==> src/rtl/csa_ts_repack.sv <==
`default_nettype none
// ============================================================================
//  Module      : csa_ts_repack
//  Description : Merges clear TS header/adaptation bytes with descrambled
//                payload bytes into a single 188-byte transport packet
//                stream, clears transport_scrambling_control in header
//                byte 3 and buffers the result in a first-word-fall-through
//                FIFO with a ready/valid output.
//  Ports       : clk, nrst         clock, async active-low reset
//                hdr_byte/valid    clear header/adaptation byte (bit 0 = MSB)
//                db/db_valid       descrambled payload byte
//                out_data/sop/eop  packet byte and framing flags
//                out_valid/ready   output handshake (valid = FIFO not empty)
//                err_len           one-cycle pulse on short/long packet
//                ovf, clr_err      sticky FIFO-overflow flag and its clear
//  Revision    : 1.0  initial release
// ============================================================================
module csa_ts_repack #(
    parameter int PKT_LEN    = 188,
    parameter int FIFO_DEPTH = 32
) (
    input  logic       clk,
    input  logic       nrst,
    input  logic [0:7] hdr_byte,
    input  logic       hdr_valid,
    input  logic [0:7] db,
    input  logic       db_valid,
    output logic [0:7] out_data,
    output logic       out_sop,
    output logic       out_eop,
    output logic       out_valid,
    input  logic       out_ready,
    output logic       err_len,
    output logic       ovf,
    input  logic       clr_err
);

    localparam int         AW     = $clog2(FIFO_DEPTH);
    localparam logic [7:0] c_last = 8'(PKT_LEN - 1);
    localparam logic [7:0] c_sync = 8'h47;

    typedef enum logic [1:0] {
        ST_IDLE = 2'd0,
        ST_HDR  = 2'd1,
        ST_PAY  = 2'd2
    } state_t;

    state_t      r_state;
    state_t      w_state_nxt;
    logic [7:0]  r_cnt;
    logic [7:0]  w_cnt_nxt;

    logic        w_wr_en;
    logic [0:7]  w_wr_data;
    logic        w_wr_sop;
    logic        w_wr_eop;
    logic        w_adv;
    logic        w_err;

    logic [9:0]    r_mem [FIFO_DEPTH];
    logic [AW-1:0] r_wr_ptr;
    logic [AW-1:0] r_rd_ptr;
    logic [AW:0]   r_count;
    logic          r_err;
    logic          r_ovf;
    logic          w_full;
    logic          w_push;
    logic          w_pop;
    logic [9:0]    w_head;

    // ------------------------------------------------------------------
    // Packet framing FSM
    // ------------------------------------------------------------------
    always_comb begin
        w_state_nxt = r_state;
        w_cnt_nxt   = r_cnt;
        w_wr_en     = 1'b0;
        w_wr_data   = hdr_byte;
        w_wr_sop    = 1'b0;
        w_wr_eop    = 1'b0;
        w_adv       = 1'b0;
        w_err       = 1'b0;

        case (r_state)
            ST_IDLE: begin
                if (hdr_valid) begin
                    // Anything but the sync byte is silently skipped while hunting
                    if (hdr_byte == c_sync) begin
                        w_wr_en     = 1'b1;
                        w_wr_sop    = 1'b1;
                        w_cnt_nxt   = 8'd1;
                        w_state_nxt = ST_HDR;
                    end
                end else if (db_valid) begin
                    w_err = 1'b1;
                end
            end
            ST_HDR: begin
                if (hdr_valid) begin
                    // Header wins over a simultaneous payload byte
                    w_wr_en   = 1'b1;
                    w_adv     = 1'b1;
                    w_wr_data = (r_cnt == 8'd3) ? {2'b00, hdr_byte[2:7]} : hdr_byte;
                end else if (db_valid) begin
                    w_wr_en     = 1'b1;
                    w_adv       = 1'b1;
                    w_wr_data   = db;
                    w_state_nxt = ST_PAY;
                end
            end
            ST_PAY: begin
                if (hdr_valid && hdr_byte == c_sync) begin
                    // Short packet: abandon the partial one and restart framing
                    w_err       = 1'b1;
                    w_wr_en     = 1'b1;
                    w_wr_sop    = 1'b1;
                    w_cnt_nxt   = 8'd1;
                    w_state_nxt = ST_HDR;
                end else begin
                    if (db_valid) begin
                        w_wr_en   = 1'b1;
                        w_adv     = 1'b1;
                        w_wr_data = db;
                    end
                    if (hdr_valid) begin
                        w_err = 1'b1;
                    end
                end
            end
            default: begin
                w_state_nxt = ST_IDLE;
                w_cnt_nxt   = 8'd0;
            end
        endcase

        // Completion: the byte at the last index closes the packet. cnt keeps
        // advancing even when the FIFO drops the byte, so framing survives.
        if (w_adv) begin
            if (r_cnt == c_last) begin
                w_wr_eop    = 1'b1;
                w_cnt_nxt   = 8'd0;
                w_state_nxt = ST_IDLE;
            end else begin
                w_cnt_nxt = r_cnt + 8'd1;
            end
        end
    end

    always_ff @(posedge clk or negedge nrst) begin
        if (!nrst) begin
            r_state <= ST_IDLE;
            r_cnt   <= 8'd0;
        end else begin
            r_state <= w_state_nxt;
            r_cnt   <= w_cnt_nxt;
        end
    end

    // ------------------------------------------------------------------
    // Output FIFO, first-word-fall-through
    // ------------------------------------------------------------------
    assign w_full = (r_count == (AW+1)'(FIFO_DEPTH));
    // A pop in the same cycle does not make room for a write into a full FIFO
    assign w_push = w_wr_en && !w_full;
    assign w_pop  = out_valid && out_ready;

    always_ff @(posedge clk) begin
        if (w_push) begin
            r_mem[r_wr_ptr] <= {w_wr_data, w_wr_sop, w_wr_eop};
        end
    end

    always_ff @(posedge clk or negedge nrst) begin
        if (!nrst) begin
            r_wr_ptr <= '0;
            r_rd_ptr <= '0;
            r_count  <= '0;
            r_err    <= 1'b0;
            r_ovf    <= 1'b0;
        end else begin
            if (w_push) begin
                r_wr_ptr <= r_wr_ptr + AW'(1);
            end
            if (w_pop) begin
                r_rd_ptr <= r_rd_ptr + AW'(1);
            end
            case ({w_push, w_pop})
                2'b10:   r_count <= r_count + (AW+1)'(1);
                2'b01:   r_count <= r_count - (AW+1)'(1);
                default: r_count <= r_count;
            endcase
            r_err <= w_err;
            // Set has priority over clear
            if (w_wr_en && w_full) begin
                r_ovf <= 1'b1;
            end else if (clr_err) begin
                r_ovf <= 1'b0;
            end
        end
    end

    // Outputs are forced to zero while empty so reset and idle read back as 0
    assign w_head    = r_mem[r_rd_ptr];
    assign out_valid = (r_count != '0);
    assign out_data  = out_valid ? w_head[9:2] : 8'h00;
    assign out_sop   = out_valid & w_head[1];
    assign out_eop   = out_valid & w_head[0];
    assign err_len   = r_err;
    assign ovf       = r_ovf;

endmodule
`default_nettype wire

==> config.mk <==
export PLATFORM = sky130hd
export DESIGN_NAME = csa_ts_repack
export DESIGN_NICKNAME = d
export VERILOG_FILES = /design/src/rtl/csa_ts_repack.sv
export SDC_FILE = /design/constraint.sdc
export NUM_CORES = 1
export LEC_CHECK = 0
export CAP_MARGIN = 0
export CORE_UTILIZATION = 45
export CTS_CLUSTER_DIAMETER = 150
export DETAILED_ROUTE_END_ITERATION = 7
export GPL_ROUTABILITY_DRIVEN = 0
export PLACE_DENSITY = 0.61
export SLEW_MARGIN = 20
export SYNTH_ARGS = -nofsm -noshare
export SYNTH_HDL_FRONTEND = slang
export SYNTH_SLANG_ARGS = --single-unit
==> constraint.sdc <==
create_clock -name clk -period 8.2 [get_ports clk]
set_input_delay 2.05 -clock clk [delete_from_list [all_inputs] [get_ports clk]]
set_output_delay 2.05 -clock clk [all_outputs]
set_load 0.01 [all_outputs]
==> Yosys cells after proc, flatten, opt, wreduce, memory -nomap -nowiden <==
Memories as Yosys holds them, arrays and structs flattened.
Index checks and enable logic that the tools add are counted.
{ "op_classes": {"addsub": 5, "eq_ne": 12, "muxes": 41, "n_bitwise": 2, "reduce_logical": 10} }
{ "ops": {"columns": ["op", "n"], "rows": [
  ["$mux 8", 10],
  ["$pmux 8 s3", 1],
  ["$mux 1", 16],
  ["$pmux 8 s2", 1],
  ["$mux 2", 7],
  ["$pmux 6 s2", 1],
  ["$add 5x1->5 const B", 2],
  ["$ne 3x3->1 const B", 3],
  ["$add 8x1->8 const B", 1],
  ["$eq 8x2->1 const B", 1],
  ["$eq 8x7->1 const B", 1],
  ["$eq 8x8->1 const B", 1],
  ["$add 6x1->6 const B", 1],
  ["$eq 6x6->1 const B", 1],
  ["$pmux 1 s2", 3],
  ["$pmux 2 s3", 1],
  ["$reduce_bool 6->1", 1],
  ["$sub 6x1->6 const B", 1],
  ["$eq 2x1->1 const B", 2],
  ["$eq 2x2->1 const B", 2],
  ["$logic_and 1x1->1", 4],
  ["$reduce_and 4->1", 1],
  ["$reduce_bool 2->1", 2],
  ["$pmux 1 s3", 1],
  ["4 further kinds", 5]
]} }
{ "word_totals": {"reg_bits": 28, "mem_bits_rw": 320, "inputBits": 22, "output_inout_bits": 13, "wordCells": 78, "memories": 1} }
{ "mem_list": {"columns": ["name", "depth", "width", "read_ports", "rd_clocked_by_memory_dff", "wr", "line", "source"], "rows": [
  ["r_mem", 32, 10, 1, 0, 1, "60", "logic [9:0] r_mem [FIFO_DEPTH];"]
]} }

==> Longest topological paths before layout <==
{ "logic_depth": {"word_depth": 7, "ltp_mapped": 15, "depth_no_buf": 14} }

==> Worst setup path before layout <==
Ideal clock, no wire load.
{ "synth_timing": {"kind": "input -> register", "start": "input port hdr_byte[4] in the netlist's numbering", "end": "register r_count[4]", "setup_ns": 0.128, "arrival_ns": 4.363, "required_time_ns": 8.072, "path_slack_ns": 3.709, "path_stages": 13, "n_path_buf": 1, "path_cell_list": "nor3b_1 > nand4_1 > a21oi_2 > inv_1 > ha_1 > clkbuf_1 > xor2_1 > ha_1 > a21oi_1 > nor2_1 > o21ai_0 > a21oi_1 > xor2_1"} }
{ "synth_via": {"elab_chain_len": 7, "elab_cells_between_ends": 11, "classes_between": "3 x eq/ne; 5 x mux; 3 x reduce/logical"} }
{ "synth_rtl": {"columns": ["element", "line", "source"], "rows": [
  ["from (decl)", "24", "input logic [0:7] hdr_byte,"],
  ["$eq 8x7->1 (*)", "88, 112", null],
  ["$mux 1 / $logic_and 1x1->1 (equally long branches)", "88, 112", null],
  ["$mux 1, on equally long branches", "86, 112", null],
  ["$pmux 1 s3 (*)", "84", "case (r_state)"],
  ["$logic_and 1x1->1 (*)", "164", "assign w_push = w_wr_en && !w_full;"],
  ["$eq 2x1->1 / $eq 2x2->1 (equally long branches)", "187", "case ({w_push, w_pop})"],
  ["$pmux 6 s2 / $reduce_bool 2->1 (equally long branches)", null, null],
  ["to (signal assigned)", "188", "2'b10: r_count <= r_count + (AW+1)'(1);"],
  ["to (signal assigned)", "189", "2'b01: r_count <= r_count - (AW+1)'(1);"],
  ["to (signal assigned)", "190", "default: r_count <= r_count;"],
  ["to (decl)", "63", "logic [AW:0] r_count;"]
]} }
Every way passes the cells marked *; elsewhere a longest branch is shown, timed or not.
A chain may end at the register's enable or synchronous reset.

==> Final worst setup path <==
{ "layout_timing": {"start": "register r_rd_ptr[0]", "end": "output port out_data[4] in the netlist's numbering"} }
{ "layout_via": {"elab_chain_len": 2} }
{ "layout_rtl": {"columns": ["element", "line", "source"], "rows": [
  ["from (decl)", "62", "logic [AW-1:0] r_rd_ptr;"],
  ["from (signal assigned)", "185", "r_rd_ptr <= r_rd_ptr + AW'(1);"],
  ["$mem_v2 32x10", null, null],
  ["$mux 8", "205", "assign out_data = out_valid ? w_head[9:2] : 8'h00;"],
  ["to (decl)", "28", "output logic [0:7] out_data,"]
]} }
Every way passes these cells.

==> flow_summary_export.csv <==
group,metric,value,unit
power,p_per_area,331,nW/µm²
routing,vias_per_cell,5.88,
die,die-height,180,µm
timing,fin_skew,0.0102,ns
run,max-cap-violations,0,
power,vdd_ir_drop_max,0.000207,V
synth,synth-async-reset-ratio,0.0805,
routing,post-route-drc-count,0,
power,p_switching,1.66,mW
clock_network,root_buffer,"clkbuf_16",
hold_path,hold_path.class,"flop to flop",
placement,hpwlAfterDp,19700,µm
timing,worst_pin_slew,1.04,ns
status,status,"completed",
die,die_area,32500,µm²
global_route,grt.overflow.total,0,
routing,vias,7318,
routing,drt_iter0_markers,663,
global_route,grt.busiest_layer,"met2",
synth,ys_types,58,
routing,drt-pass1-iter-count,4,
routing,ant_nets,0,
timing,setup-tns-final,0,ns
power,power_frac_comb,0.308,
global_route,grt_pass1_vias,7571,
cells_and_area,fin_util,0.522,
cells_and_area,final_cell_mix,"320 x edfxtp_1, 63 x mux4_2, 39 x mux2i_1",
timing,max_freq,176,MHz
global_route,grt_max_degree,80,
global_route,grt_use_met1,0.268,
synth,synth_edf_count,320,
setup_path,crit_fanout,79,
routing,wirelength,31200,µm
clock_network,cts_setup_buffers,0,
synth,ys.flop_type,"edfxtp_1",
timing,finalMaxSlewViolations,0,
timing,hold_viol_final,0,
power,finalPower,5.34,mW
power,clkPwrFrac,0.273,
synth,synth_nets,803,
timing,period_minus_slack,5.68,ns
timing,timing.hold.ws,0.502,ns
clock_network,cts_sinks,348,
cells_and_area,fin_nets,860,
power,intPower,3.68,mW
placement,dpl_cell_area,15100,µm²
synth,yosysWarnings,0,
placement,port_buffers,34,
clock_network,clock_latency,0.51,ns
die,initial_utilization,0.463,
synth,syn_area_per_cell,18.6,µm²
clock_network,cts_hold_buf,0,
synth,ys_ff_latch,348,
setup_path,r2r_slack,4.74,ns
die,coreArea,30900,µm²
routing,wl_per_cell,25.1,µm
cells_and_area,area_growth,12.8,%
clock_network,clkTransAtPathRegs,0.06,ns
setup_path,worstPathCellList,"buf_12 > mux4_2 > a22o_1 > a2111oi_2 > a211oi_1 > clkdlybuf4s50_1",
synth,syn_area,14300,µm²
clock_network,cts_tree,"built",
setup_path,worst_setup_path_start_kind,"flop",
timing,relSlewSlack,0.302,
setup_path,cp_top_family,"buffers and inverters",
cells_and_area,drive_gt1_frac,0.208,
power,swShare,0.311,
clock_network,cts_buffers,35,
clock_network,htree_levels,2,
die,ioPinCount,35,
cells_and_area,layout_commonest_cell,"edfxtp_1",
power,p_leak,5.33,nW
die,rows,64,
global_route,antenna_found_initial,1,
setup_path,criticalPathCategory,"flop to output port",
setup_path,crit_path_max_incr_delay,0.67,ns
setup_path,crit_buf_inv,2,
timing,setup_viol,0,
setup_path,cp_data_arrival_time,3.63,ns
setup_path,end_kind,"output port",
power,seqPwrFrac,0.419,
global_route,grt_use_total,0.196,
setup_path,slowest_stage,"dfrtp_4",
cells_and_area,design_area,16100,µm²
clock_network,cts_resized,0,
die,die-width,180,µm
timing,rsz0062_at_grt,"false",
setup_path,cp.required,6.15,ns
global_route,grt_pass1_wl,47100,µm
synth,ys_seq_area_frac,0.721,
global_route,use_met2,0.324,
global_route,gr-usage-met3,0.0295,
clock_network,cts.path.max_buffers,3,
synth,syn_inst,768,
timing,period_share,0.693,
## worst reg2reg max path, delay by kind of cell, from the launching register on
kind / cells / cell delay [ns]
compound gates: 6 / 1.34
xor+xnor: 2 / 0.38
fa+ha+maj: 3 / 0.90
buf+inv: 2 / 0.26
flops: 1 / 0.41
simple gates: 1 / 0.05
## cells by family (layout without fill, tap and decap cells)
group | Yosys count | in the layout | share of synthesized area
flops | 348 | 348 | 0.721
simple gates | 120 | 120 | 0.0426
mux | 105 | 105 | 0.129
compound gates | 119 | 119 | 0.0661
buf+inv | 48 | 127 | 0.0208
other cells | 0 | 1 | 0
xor+xnor | 15 | 15 | 0.00919
fa+ha+maj | 13 | 13 | 0.0114
## sequential cells by signal (all words and copies together), names as in the netlist
signal / cells
r_rd_ptr: 5
r_state: 2
r_mem: 320
r_wr_ptr: 5
ovf: 1
err_len: 1
r_count: 6
r_cnt: 8
## final cells by class
type / instances / area [µm²]
fill: 2458 / 14800
sequential: 348 / 10300
multi-input combinational: 372 / 3730
clock buffer: 47 / 973
timing repair buffer: 57 / 526
tap: 396 / 495
clock inverter: 12 / 56.3
inverter: 11 / 41.3
antenna: 1 / 2.50
## path summary, 6_finish.rpt
check	startpoint	endpoint	depth (start not counted)
setup / recovery	r_rd_ptr[0]	out_data[4]	6
setup reg to reg	r_state[0]	r_count[4]	14
hold reg to reg	r_count[5]	r_count[5]	1
max in group asynchronous	nrst	r_rd_ptr[0]	2
min in group asynchronous	nrst	err_len	2
hold / removal	r_count[5]	r_count[5]	1
## cell usage after synthesis, types with 3 or more instances
master       n  area (µm²)
edfxtp_1   320        9610
mux4_2      63        1420
nor2_1      48         180
mux2i_1     39         390
dfrtp_1     28         701
a21oi_1     22         110
a22o_1      21         184
nand2_1     17        63.8
o22ai_1     14        87.6
clkbuf_1    13        48.8
ha_1        13         163
inv_1       11        41.3
o21ai_0     11        55.1
a22oi_1      9        67.6
o221ai_1     9        78.8
xnor2_1      9        78.8
buf_6        8        90.1
a2111oi_2    7         105
a211oi_1     7        52.6
nand3_1      7        35.0
nor2b_1      7        43.8
buf_2        6        30.0
nor3_1       6        30.0
xor2_1       6        52.6
a21o_1       5        37.5
nand4_1      5        31.3
buf_1        4        15.0
nand2_2      4        25.0
nand3b_1     4        30.0
and3_1       3        18.8
buf_4        3        22.5
nor3b_1      3        22.5
or3_1        3        18.8
## power groups by stage
stage	Sequential, mW	Clock [mW]	Combinational (mW)
after CTS	2.24	1.48	1.66
after global placement	2.27	0	1.63
after detailed placement	2.27	0	1.66
after global routing	2.25	1.55	1.75
final	2.24	1.46	1.65
after floorplan	2.19	0	1.22
## stage by stage
step                      setup WS (ns)  std cells
after global routing               2.32       1243
after floorplan                    3.71        768
after global placement             3.01       1184
final                              2.52       1244
after CTS                          2.44       1243
after detailed placement           2.84       1184
## per-layer routing
layer | routed length [µm] | share of wire
met2 | 15400 | 0.50
met1 | 13400 | 0.43
met4 | 736 | 0.024
met5 | 0 | 0
met3 | 1650 | 0.053
No activity file was read; power rests on OpenSTA's default activity.
